$ cat src/rtl/exwb_pipe_reg_pkg.sv
// rtl/exwb_pipe_reg_pkg.sv - shared pipeline types and opcode constants
//
// Purpose: EX/WB result struct, architectural register count and the opcode
//          constants used by the writeback destination decode.
// Ports:   none (package).
package exwb_pipe_reg_pkg;

  localparam int NUM_ARCH_REGS = 16;

  typedef struct packed {
    logic [31:0] pc_contents;
    logic [31:0] alu_result;
    logic [31:0] alu_ext_result;
    logic [7:0]  ctl_opcode;
    logic        twob_opcode;
    logic [7:0]  ctl_regByte;
    logic [7:0]  ctl_rmByte;
    logic        sim_end;
    logic [1:0]  mod;
  } EX_WB;

  localparam logic [7:0] OP_NOP     = 8'd144;
  localparam logic [7:0] OP_CMP     = 8'd57;
  localparam logic [7:0] OP_IMUL    = 8'd247;
  localparam logic [7:0] OP_IMUL_2B = 8'd175;
  localparam logic [7:0] OP_SYSCALL = 8'd5;
  localparam logic [7:0] OP_CALL    = 8'd232;
  localparam logic [7:0] OP_GRP5    = 8'd255;
  localparam logic [7:0] OP_RET     = 8'd195;
  localparam logic [7:0] OP_PUSH_LO = 8'd80;
  localparam logic [7:0] OP_PUSH_HI = 8'd87;
  localparam logic [7:0] OP_POP_LO  = 8'd88;
  localparam logic [7:0] OP_POP_HI  = 8'd95;
  localparam logic [7:0] OP_MOV_ST  = 8'd137;
  localparam logic [7:0] OP_MOV_LD  = 8'd139;
  localparam logic [7:0] OP_LEA     = 8'd141;
  localparam logic [7:0] OP_MOVI_LO = 8'd184;
  localparam logic [7:0] OP_MOVI_HI = 8'd191;

  // Implicit destinations: syscall result, IMUL high half, stack pointer.
  localparam int REG_SYSCALL  = 0;
  localparam int REG_IMUL_HI  = 2;
  localparam int REG_SP       = 4;

  typedef enum logic [1:0] {
    EMPTY = 2'd0,
    ONE   = 2'd1,
    FULL  = 2'd2
  } occ_state_t;

endpackage

$ cat src/rtl/exwb_dst_decode.sv
// rtl/exwb_dst_decode.sv - destination register mask decode for one EX/WB entry
//
// Purpose: one-hot OR of architectural registers the entry will write.
// Ports:   opcode, twob_opcode, reg_idx/rm_idx (low nibbles of regByte/rmByte),
//          mod  -> mask[0:NREGS-1] (bit i = register i).
import exwb_pipe_reg_pkg::*;

module exwb_dst_decode #(
  parameter int NREGS = NUM_ARCH_REGS
) (
  input  logic [7:0]       opcode,
  input  logic             twob_opcode,
  input  logic [3:0]       reg_idx,
  input  logic [3:0]       rm_idx,
  input  logic [1:0]       mod,
  output logic [0:NREGS-1] mask
);

  logic use_reg;
  logic use_rm;
  logic use_r0;
  logic use_r2;
  logic use_sp;

  // Priority order matters: the two-byte filter must precede the IMUL match
  // so that only the two-byte form of 175 reaches it.
  always_comb begin
    use_reg = 1'b0;
    use_rm  = 1'b0;
    use_r0  = 1'b0;
    use_r2  = 1'b0;
    use_sp  = 1'b0;
    if (opcode == OP_NOP || opcode == OP_CMP) begin
    end else if (twob_opcode && opcode != OP_IMUL_2B) begin
    end else if (opcode == OP_IMUL || (opcode == OP_IMUL_2B && twob_opcode)) begin
      use_reg = 1'b1;
      use_r2  = 1'b1;
    end else if (opcode == OP_SYSCALL) begin
      use_r0 = 1'b1;
    end else if (opcode == OP_GRP5 || opcode == OP_CALL || opcode == OP_RET ||
                 (opcode >= OP_PUSH_LO && opcode <= OP_PUSH_HI)) begin
      use_sp = 1'b1;
    end else if (opcode >= OP_POP_LO && opcode <= OP_POP_HI) begin
      use_sp = 1'b1;
      use_rm = 1'b1;
    end else if (opcode == OP_MOV_ST) begin
      // Stores only write a register in register-direct form.
      use_rm = (mod == 2'b11);
    end else if (opcode == OP_MOV_LD || opcode == OP_LEA) begin
      use_reg = 1'b1;
    end else begin
      // MOVI range and every other opcode target rmByte.
      use_rm = 1'b1;
    end
  end

  // Indices at or above NREGS simply never match a mask bit.
  always_comb begin
    mask = '0;
    for (int i = 0; i < NREGS; i++) begin
      mask[i] = (use_reg && int'(reg_idx) == i) ||
                (use_rm  && int'(rm_idx)  == i) ||
                (use_r0  && i == REG_SYSCALL)   ||
                (use_r2  && i == REG_IMUL_HI)   ||
                (use_sp  && i == REG_SP);
    end
  end

endmodule

$ cat src/rtl/exwb_pipe_reg.sv
// rtl/exwb_pipe_reg.sv - two-entry EX/WB pipeline register with skid buffer
//
// Purpose: decouples execute from writeback; main register is always the
//          head, skid register absorbs one extra result under backpressure.
// Ports:   clk, reset (sync, active-high)
//          ex_valid/ex_data/ex_ready : execute-side handshake
//          flush                     : drop all held entries
//          wb_ready/can_writeback/exwb : writeback-side handshake, head entry
//          pending_dst               : registers written by held entries
//          halted                    : sim_end accepted, intake closed
import exwb_pipe_reg_pkg::*;

module exwb_pipe_reg #(
  parameter int NREGS = NUM_ARCH_REGS
) (
  input  logic             clk,
  input  logic             reset,
  input  logic             ex_valid,
  input  EX_WB             ex_data,
  output logic             ex_ready,
  input  logic             flush,
  input  logic             wb_ready,
  output logic             can_writeback,
  output EX_WB             exwb,
  output logic [0:NREGS-1] pending_dst,
  output logic             halted
);

  occ_state_t state;
  occ_state_t state_next;
  EX_WB       main_q;
  EX_WB       skid_q;
  logic       ex_ready_q;
  logic       halted_q;
  logic       halted_next;
  logic       accept;
  logic       pop;
  logic       load_main_new;
  logic       load_main_skid;
  logic       load_skid_new;
  logic [0:NREGS-1] main_mask;
  logic [0:NREGS-1] skid_mask;

  assign ex_ready      = ex_ready_q;
  assign halted        = halted_q;
  assign can_writeback = (state != EMPTY);
  assign exwb          = main_q;
  assign accept        = ex_valid && ex_ready_q;
  assign pop           = can_writeback && wb_ready;

  always_ff @(posedge clk) begin
    if (reset) begin
      state <= EMPTY;
    end else begin
      state <= state_next;
    end
  end

  always_comb begin
    state_next     = state;
    halted_next    = halted_q;
    load_main_new  = 1'b0;
    load_main_skid = 1'b0;
    load_skid_new  = 1'b0;
    if (flush) begin
      state_next = EMPTY;
    end else begin
      if (accept && ex_data.sim_end) begin
        halted_next = 1'b1;
      end
      case (state)
        EMPTY: begin
          if (accept) begin
            state_next    = ONE;
            load_main_new = 1'b1;
          end
        end
        ONE: begin
          if (accept && pop) begin
            load_main_new = 1'b1;
          end else if (accept) begin
            state_next    = FULL;
            load_skid_new = 1'b1;
          end else if (pop) begin
            state_next = EMPTY;
          end
        end
        FULL: begin
          // ex_ready is low in FULL, so only a pop can happen here.
          if (pop) begin
            state_next     = ONE;
            load_main_skid = 1'b1;
          end
        end
        default: state_next = EMPTY;
      endcase
    end
  end

  // ex_ready is computed from next-state so it is a flop output and never
  // combinationally depends on wb_ready.
  always_ff @(posedge clk) begin
    if (reset) begin
      main_q     <= '0;
      skid_q     <= '0;
      halted_q   <= 1'b0;
      ex_ready_q <= 1'b1;
    end else begin
      halted_q   <= halted_next;
      ex_ready_q <= (state_next != FULL) && !halted_next;
      if (load_main_new) begin
        main_q <= ex_data;
      end else if (load_main_skid) begin
        main_q <= skid_q;
      end
      if (load_skid_new) begin
        skid_q <= ex_data;
      end
    end
  end

  exwb_dst_decode #(.NREGS(NREGS)) u_dst_main (
    .opcode      (main_q.ctl_opcode),
    .twob_opcode (main_q.twob_opcode),
    .reg_idx     (main_q.ctl_regByte[3:0]),
    .rm_idx      (main_q.ctl_rmByte[3:0]),
    .mod         (main_q.mod),
    .mask        (main_mask)
  );

  exwb_dst_decode #(.NREGS(NREGS)) u_dst_skid (
    .opcode      (skid_q.ctl_opcode),
    .twob_opcode (skid_q.twob_opcode),
    .reg_idx     (skid_q.ctl_regByte[3:0]),
    .rm_idx      (skid_q.ctl_rmByte[3:0]),
    .mod         (skid_q.mod),
    .mask        (skid_mask)
  );

  assign pending_dst = ((state != EMPTY) ? main_mask : '0) |
                       ((state == FULL)  ? skid_mask : '0);

endmodule

$ cat config.mk
export PLATFORM = sky130hd
export DESIGN_NAME = exwb_pipe_reg
export DESIGN_NICKNAME = d
export VERILOG_FILES = /design/src/rtl/exwb_pipe_reg_pkg.sv /design/src/rtl/exwb_dst_decode.sv /design/src/rtl/exwb_pipe_reg.sv
export SDC_FILE = /design/constraint.sdc
export NUM_CORES = 1
export LEC_CHECK = 0
export ABC_AREA = 1
export CORE_ASPECT_RATIO = 1.5
export CORE_UTILIZATION = 55
export DETAILED_ROUTE_END_ITERATION = 8
export DONT_BUFFER_PORTS = 1
export GPL_ROUTABILITY_DRIVEN = 0
export PLACE_DENSITY = 0.69
export SYNTH_ARGS = -nofsm -noshare
export SYNTH_HDL_FRONTEND = slang
export SYNTH_HIERARCHICAL = 1
export SYNTH_SLANG_ARGS = --single-unit
export TNS_END_PERCENT = 30
$ cat constraint.sdc
create_clock -name clk -period 1.88 [get_ports clk]
set_clock_uncertainty 0.15 [all_clocks]
set_input_delay 0.094 -clock clk [delete_from_list [all_inputs] [get_ports clk]]
set_output_delay 0.094 -clock clk [all_outputs]
set_load 0.02 [all_outputs]
==> results.yml, run 1 <==
power_and_ir_drop:
  combPwrFrac: 0.138
  seq_power_share: 0.465
  ir_drop_mv: 0.675
  leakage_nw: 7.30
  powerDensity_nw_per_um2: 775
  sw_frac_of_total: 0.276
  switchingPower_mw: 3.57
  p_int_mw: 9.37
  clkPwrFrac: 0.398
timing:
  grt_setup_unrepaired: "yes"
  hold_viol_final: 124
  setup_viol: 16
  max_slew.worst_pin.slew_ns: 0.751
  fin_ws_ns: -0.731
  fmax_ghz: 0.383
  relSlewSlack: 0.498
  maxSlewViolCount: 0
  final.period_utilization: 1.39
  period_needed_ns: 2.61
  fin_hold_ws_ns: -0.515
yosys:
  yosys-top-cells-count: "nand3_1, nand2_1, nor2_1"
  synth_top_family_by_area: "simple AND/OR/NAND/NOR gates"
  synth_area_leaders: "dfxtp_1, nand3_1, nand2_1"
  ys_seq_elements: 252
  yosysMostFrequentCell: "nand3_1"
  syn_area_per_cell_sq_um: 6.43
  synth_simple_gate_area_frac: 0.406
  yosys_warnings: 6
  synthMuxAreaShare: 0
  synth-xor-area-share: 0
  synth-main-ff-cell: "dfxtp_1"
  ys_async_sr_fraction: 0
  syn-num-nets: 2171
  synth_top_cell_area_share: 0.384
  synth_top_area_cell: "dfxtp_1"
  postSynthCellCount: 2042
  synthAdderAreaFrac: 0
  synth_edf_count: 0
  synth-compound-area-share: 0.106
  synth_area_sq_um: 13100
  yosysSeqAreaShare: 0.384
  yosysUniqueCellTypes: 27
global_route:
  antenna_found_initial: 1
  grt_max_degree: 128
  overflow: 0
  grt_pass1_wl_um: 67300
  grt_usage: 0.340
  grt_pass1_vias: 13500
routing:
  via_per_inst: 5.74
  dr.first_iter.drc_count: 1293
  drc: 0
  vias: 14300
  first_pass_iters: 8
  wl_per_cell_um: 17.6
  ant_nets: 0
  wl_um: 44000
placed_design:
  io_buffers: 0
  dpl.cell_count: 2303
  dpl.hpwl_um: 25100
critical_path:
  crit_required_ns: 1.64
  r2r-start: "ex_ready"
  critPathKind: "flop to output port"
  reg2reg_depth: 8
  timing.reg2reg.setup_slack_ns: 0.08
  arrival_ns: 2.37
  cp-start-kind: "flop"
  path_max_fanout: 8
  cp-end-kind: "output port"
  r2r-end: "skid_q[40]"
finish:
  final_cells: 2500
  area_growth_pct: 27.2
  drive_gt1_frac: 0.135
  final_util: 0.719
  fin_nets: 2296
status:
  status: "finished, violations left"
  violations: "hold timing, setup timing"
hold_path:
  hold_path_end: "exwb[113]"
  whs_path_depth: 1
  worstHoldStart: "reset"
  hp-class: "primary input to flop"
die:
  die_area_sq_um: 24500
  rows: 68
  initial_core_util: 0.565
  die_y_um: 191
  die_x_um: 128
  ios: 272
  coreArea_sq_um: 23200
job:
  maxCapViolCount: 0
clock_network:
  root_buffer: "clkbuf_16"
  clock_latency_ns: 0.53
  cts_tree: "built"
  cts-htree-levels: 1
  cts_buffer_depth: 3
  clock_sinks: 252
  clk_pin_slew_ns: 0.07
  numCtsBuffers: 24
  postCtsHoldBufs: 132
## placed cells by master, fill, tap and decap left out, drive strengths merged
master / count
inv: 169
or2: 2
dlygate4sd3: 132
clkinv: 5
nor2: 361
buf: 111
nand4: 9
clkbuf: 42
o21bai: 3
diode: 1
nor3: 1
dfxtp: 252
nand2: 389
o21ai: 127
bufinv: 3
and2: 1
nand3: 430
clkinvlp: 1
a21oi: 146
## cells by family after synthesis
family | Yosys count
flops | 252
buf+inv | 323
compound gates | 276
simple gates | 1191
## how the worst max path moves through the flow
stage / startpoint / to / slack (ns)
floorplan: ex_ready / exwb[40] / -0.03
global placement: exwb[22] / pending_dst[15] / -0.04
detailed placement: skid_q[25] / pending_dst[7] / -0.1
CTS: exwb[24] / pending_dst[13] / -0.59
global route: exwb[25] / pending_dst[2] / -0.80
finish: exwb[25] / pending_dst[14] / -0.73
## routing by layer
layer,GRT usage,part of all wire,vias to the layer above
met5,0,0,-
met4,0.177,0.049,0
met3,0.0683,0.084,155
met2,0.614,0.50,686
met1,0.371,0.37,6652
li1,-,-,6853
## area by class of cell
class | count | area, sq um
inverters | 171 | 653
diodes | 1 | 2.50
well taps | 315 | 394
fillers | 1946 | 6530
clock buffers | 36 | 717
repair buffers | 249 | 2690
flip-flops and latches | 252 | 5100
clock inverters | 7 | 113
multi-input cells | 1469 | 7020
## power by group through the flow
stage / clock network, mW / logic [mW] / registers [mW]
after detailed placement: 0 / 1.41 / 6.13
after floorplan: 0 / 1.02 / 6.10
final: 5.15 / 1.78 / 6.01
after global placement: 0 / 1.39 / 6.12
after CTS: 5.21 / 1.69 / 6.01
after global routing: 5.43 / 1.96 / 6.04
## stage by stage
stage	hold slack (ns)	area (sq um)	setup slack, ns	total power, mW	setup TNS, ns
2_1_floorplan	0.103	13200	-0.0251	7.11	-1.25
3_3_place_gp	0.0211	14000	-0.0419	7.51	-0.345
3_5_place_dp	0.0240	14000	-0.0988	7.54	-1.25
4_1_cts	-0.536	16300	-0.589	12.9	-8.81
5_1_grt	-0.531	16700	-0.804	13.4	-13.13
6_report	-0.515	16700	-0.731	12.9	-11.05
## state kept, by name, indices dropped and copies added (netlist names)
| register | flops |
|---|---|
| ex_ready | 1 |
| exwb | 124 |
| halted | 1 |
| skid_q | 124 |
| state | 2 |
## what timing repair did
action                     CTS  global route
gates resized for setup     40            52
cloned                       2             6
setup endpoints to repair   16           107
hold endpoints to repair   252           124
pin swaps                   13            25
buffers inserted             4            10
## worst max-delay path, stage by stage, from the launching register on
cell and delay [ns]:
dfxtp_4 0.39, nand2_2 0.11, nor2_4 0.05, nand2_1 0.11, nand2_1 0.08, nor2_2 0.13, nand2_2 0.11, nor2_4 0.19
buf_12 0.17, nand3_2 0.09, nand2_2 0.09, a21oi_1 0.05, nor2_2 0.13, buf_6 0.12
Note: power is estimated with default switching activity, not from simulation.
==> run 2: changes to the inputs <==
--- a/config.mk
+++ b/config.mk
@@ -12,6 +12,7 @@
 export DONT_BUFFER_PORTS = 1
 export GPL_ROUTABILITY_DRIVEN = 0
 export PLACE_DENSITY = 0.69
+export REMOVE_ABC_BUFFERS = 1
 export SYNTH_ARGS = -nofsm -noshare
 export SYNTH_HDL_FRONTEND = slang
 export SYNTH_HIERARCHICAL = 1
==> run 2 against run 1 <==
  * The flow still finishes with violations (hold timing, setup timing)
  * Cell count up 0.68%
  * Critical endpoint is now pending_dst[5]
  * Via count down 0.29%
  * Sequential power about the same
  * Wire length down 0.44%
  * Utilization up 0.78 points
  * Clock power down 2%
  * Hold slack better by 0.027 ns
  * Largest cell class unchanged
==> results.yml, run 2 (synthesized netlist as in run 1, its figures left out) <==
global_route:
  overflow: 0
  grt_pass1_vias: 13400
  grt_usage: 0.329
  grt_max_degree: 128
  grt_pass1_wl_um: 65600
  antenna_found_initial: 7
routing:
  wl_per_cell_um: 17.4
  first_pass_iters: 6
  ant_nets: 0
  drc: 0
  via_per_inst: 5.68
  dr.first_iter.drc_count: 1055
  wl_um: 43800
  vias: 14300
timing:
  setup_viol: 16
  fin_ws_ns: -0.748
  fin_hold_ws_ns: -0.488
  relSlewSlack: 0.646
  hold_viol_final: 124
  period_needed_ns: 2.63
  max_slew.worst_pin.slew_ns: 0.528
  final.period_utilization: 1.40
  grt_setup_unrepaired: "yes"
  fmax_ghz: 0.381
  maxSlewViolCount: 0
finish:
  final_common_cell: "nand3_1"
  final_cell_mix: "nand3_1, nand2_1, nor2_1, dfxtp_1, inv_1"
  area_growth_pct: 28.6
  final_util: 0.727
  drive_gt1_frac: 0.139
  fin_nets: 2306
  fin_area_sq_um: 16900
hold_path:
  hp-class: "primary input to flop"
  whs_path_depth: 1
critical_path:
  cp-endpoint: "pending_dst[5]"
  max_stage_delay_ns: 0.37
  timing.reg2reg.setup_slack_ns: 0.05
  r2r-start: "ex_ready"
  critPathKind: "flop to output port"
  cp-start-kind: "flop"
  cp-end-kind: "output port"
  cp-startpoint: "exwb[22]"
  cp_common_cell: "nand2_1"
  path_max_fanout: 8
  cp_slowest_cell: "dfxtp_2"
  crit_required_ns: 1.64
  r2r-end: "exwb[60]"
  cp_cell_sequence: "inv_1 > nand2_2 > nor2_2 > nand2_1 > nand2_1 > nor2_2 > nand2_2 > nor2_4 > clkbuf_16 > nand3_2 > nand2_1 > a21oi_1 > nor2_1 > buf_4"
  arrival_ns: 2.38
  reg2reg_depth: 9
clock_network:
  postCtsHoldBufs: 131
  clk_pin_slew_ns: 0.07
  root_buffer: "clkbuf_16"
  numCtsBuffers: 25
  cts_tree: "built"
  clock_latency_ns: 0.54
  cts_buffer_depth: 3
  clock_sinks: 252
  cts-htree-levels: 1
placed_design:
  placed_area_sq_um: 14000
  post-place-ws_ns: -0.140
  io_buffers: 0
  dpl.hpwl_um: 25100
die:
  die_x_um: 128
  initial_core_util: 0.565
  rows: 68
  die_area_sq_um: 24500
  coreArea_sq_um: 23200
  die_y_um: 191
  ios: 272
status:
  status: "finished, violations left"
  violations: "hold timing, setup timing"
power_and_ir_drop:
  power.total_mw: 13.0
  seq_power_share: 0.464
  p_int_mw: 9.28
  leakage_nw: 7.39
  powerDensity_nw_per_um2: 768
  sw_frac_of_total: 0.284
  switchingPower_mw: 3.67
  combPwrFrac: 0.146
  clkPwrFrac: 0.390
  ir_drop_mv: 0.823
job:
  maxCapViolCount: 0
## run 2: cell count changes in the layout (fill, tap and decap cells not counted), moves of 6 or more
cell,delta
nor2_1,+13
buf_4,+9
dfxtp_2,+8
diode_2,+8
nand2_1,-8
nor2_2,-8
dfxtp_4,-7
nand2_2,+7
buf_6,-6
nor2_4,-6
## run 2: worst min-delay path by stage
stage          startpoint  endpoint  slack (ns)
2_1_floorplan       reset   exwb[0]        0.01
3_3_place_gp        reset  state[0]        0.03
3_5_place_dp        reset  state[0]        0.03
4_1_cts             reset  exwb[37]       -0.51
5_1_grt             reset  exwb[37]       -0.51
6_report            reset  exwb[37]       -0.49
## run 2: layer usage
| metal | global-route usage | wire length (um) | up-vias |
|---|---|---|---|
| li1 | - | - | 6883 |
| met1 | 0.352 | 16100 | 6606 |
| met2 | 0.589 | 22000 | 665 |
| met3 | 0.0725 | 3670 | 150 |
| met4 | 0.190 | 2050 | 0 |
| met5 | 0 | 0 | - |
## run 2: cell type report
cell class	count	area, sq um
flip-flops and latches	252	5080
diodes	9	22.5
multi-input cells	1468	7010
well taps	315	394
inverters	171	651
fillers	1916	6350
repair buffers	259	2890
clock buffers	32	692
clock inverters	11	129
## run 2: timing repair
item | 4_1_cts | 5_1_grt
hold endpoints to repair | 252 | 124
pin swaps | 10 | 32
gates cloned | 1 | 9
setup endpoints to repair | 16 | 206
resized for setup | 39 | 60
setup buffers | 4 | 14
## run 2: metrics by stage
| step | cells | setup TNS, ns |
|---|---|---|
| floorplan | 1890 | -1342.72 |
| global placement | 2306 | -0.895 |
| detailed placement | 2306 | -1.73 |
| CTS | 2485 | -9.42 |
| global route | 2515 | -12.93 |
| finish | 2517 | -11.18 |
## run 2: power groups by stage
| stage | Sequential [mW] | Combinational, mW | Clock [mW] |
|---|---|---|---|
| final | 6.01 | 1.89 | 5.06 |
| after global placement | 6.11 | 1.38 | 0 |
| after global routing | 6.03 | 2.05 | 5.34 |
| after floorplan | 6.09 | 0.973 | 0 |
| after CTS | 6.00 | 1.69 | 5.11 |
| after detailed placement | 6.12 | 1.40 | 0 |
## run 2: critical path, delay by kind of cell (launching register included)
family | cells | cell delay [ns]
flops | 1 | 0.37
buf+inv | 3 | 0.46
simple gates | 10 | 0.97
compound gates | 1 | 0.04
==> run 3: changes to the inputs <==
--- a/config.mk
+++ b/config.mk
@@ -11,7 +11,8 @@
 export DETAILED_ROUTE_END_ITERATION = 8
 export DONT_BUFFER_PORTS = 1
 export GPL_ROUTABILITY_DRIVEN = 0
-export PLACE_DENSITY = 0.69
+export HOLD_SLACK_MARGIN = 0.08
+export PLACE_DENSITY = 0.66
 export REMOVE_ABC_BUFFERS = 1
 export SYNTH_ARGS = -nofsm -noshare
 export SYNTH_HDL_FRONTEND = slang
==> constraint.sdc (replaced) <==
create_clock -name clk -period 2.6 [get_ports clk]
set_clock_uncertainty 0.15 [all_clocks]
set_input_delay 0.13 -clock clk [delete_from_list [all_inputs] [get_ports clk]]
set_output_delay 0.13 -clock clk [all_outputs]
set_load 0.02 [all_outputs]
==> run 3 against run 2 <==
  * The run now ends clean
  * Largest cell class unchanged
  * Clock power down 27%
  * Wire length is 8.9% lower
  * First-iteration DRC count shrank 14%
  * Non-clock buffer count shrank 74
  * Hold slack improved by 0.60 ns
==> results.yml, run 3 (synthesized netlist as in run 1, its figures left out) <==
global_route:
  grt_max_degree: 127
  grt_pass1_wl_um: 63400
  use_met3: 0.0655
  met1_usage: 0.374
  grt-busiest-layer: "met2"
  use_met2: 0.556
  grt_pass1_vias: 12500
  grt_usage: 0.318
  antenna_found_initial: 3
  overflow: 0
timing:
  setup_tns_ns: 0
  period_needed_ns: 2.60
  grt_setup_unrepaired: "yes"
  maxSlewViolCount: 0
  fmax_ghz: 0.385
  fin_hold_ws_ns: 0.116
  final.period_utilization: 0.999
  hold_viol_final: 0
  max_slew.worst_pin.slew_ns: 0.849
  relSlewSlack: 0.434
  setup_viol: 0
critical_path:
  path_max_fanout: 8
  cp-end-kind: "output port"
  critPathKind: "flop to output port"
  cp-start-kind: "flop"
  arrival_ns: 2.32
  crit_required_ns: 2.32
placed_design:
  io_buffers: 0
  dpl.hpwl_um: 23500
  placed_area_sq_um: 13400
die:
  initial_core_util: 0.565
  coreArea_sq_um: 23200
  ios: 272
  die_area_sq_um: 24500
  rows: 68
  die_y_um: 191
  die_x_um: 128
routing:
  vias: 13600
  drc: 0
  dr.first_iter.drc_count: 907
  wl_per_cell_um: 16.4
  ant_nets: 0
  first_pass_iters: 7
  wl_um: 39900
  via_per_inst: 5.58
power_and_ir_drop:
  ir_drop_mv: 0.542
  powerDensity_nw_per_um2: 580
  leakage_nw: 6.89
  power.total_mw: 9.22
clock_network:
  root_buffer: "clkbuf_16"
  numCtsBuffers: 24
  clock_latency_ns: 0.52
  cts_buffer_depth: 3
  cts-htree-levels: 1
  cts_tree: "built"
  clk_pin_slew_ns: 0.07
  clock_sinks: 252
finish:
  final_cell_mix: "nand3_1, nand2_1, nor2_1, dfxtp_1, inv_1"
  area_growth_pct: 21.2
  fin_area_sq_um: 15900
  drive_gt1_frac: 0.107
  nFillCells: 2031
  multiInputGateArea_sq_um: 6940
  final_common_cell: "nand3_1"
  fin_nets: 2231
  regArea_sq_um: 5100
  final_util: 0.685
hold_path:
  hp-class: "primary input to flop"
status:
  status: "completed"
job:
  maxCapViolCount: 0
[run 3: path summary, 6_finish.rpt]
check | start | to | slack (ns) | depth (start not counted)
setup / recovery | skid_q[22] | pending_dst[8] | 0.003 | 13
hold / removal | wb_ready | skid_q[43] | 0.12 | 5
setup reg to reg | ex_ready | halted | 0.17 | 8
hold reg to reg | skid_q[17] | skid_q[17] | 0.33 | 2
[run 3: report_power, final]
| group | internal, mW | total, mW | leakage, nW | switching [mW] |
|---|---|---|---|---|
| sequential | 4.04 | 4.37 | 2.07 | 0.330 |
| clock | 2.17 | 3.68 | 0.414 | 1.51 |
| combinational | 0.461 | 1.17 | 4.41 | 0.713 |
[run 3: per-stage QoR]
| step | std cells | setup slack (ns) |
|---|---|---|
| 6_report | 2439 | 0.00328 |
| 3_3_place_gp | 2243 | 0.280 |
| 2_1_floorplan | 1890 | -5.45 |
| 5_1_grt | 2438 | -0.0819 |
| 3_5_place_dp | 2243 | 0.200 |
| 4_1_cts | 2425 | -0.0385 |
[run 3: metal layers]
metal	share of wire	wire (um)	vias up
met5	0	0	-
met4	0.040	1590	0
met3	0.071	2840	103
met2	0.50	19900	486
met1	0.39	15600	6301
li1	-	-	6720
[run 3: critical path: stages (launching register included)]
cell	delay, ns
dfxtp_4	0.38
inv_2	0.05
nand2_2	0.08
nor2_1	0.05
nand2_1	0.05
nand2_1	0.06
nor2_2	0.17
nand2_2	0.10
nor2_4	0.19
clkbuf_16	0.20
nand3_2	0.06
nand2_1	0.10
a21oi_1	0.08
nor2_2	0.23
[run 3: cell type report]
cell class                      instances  share of cell area
Sequential cell                       252               0.320
Inverter                              171              0.0409
Tap cell                              315              0.0248
Clock inverter                         12             0.00865
Clock buffer                           32              0.0435
Multi-Input combinational cell       1468               0.436
Timing Repair Buffer                  185               0.125
Antenna cell                            4            0.000629
[run 3: what timing repair did]
item	CTS	global route
setup buffers	5	9
setup endpoints to repair	16	17
hold buffers	132	0
endpoints found under the hold margin	252	0
pin swaps	7	22
gates resized for setup	32	48
cloned	1	1
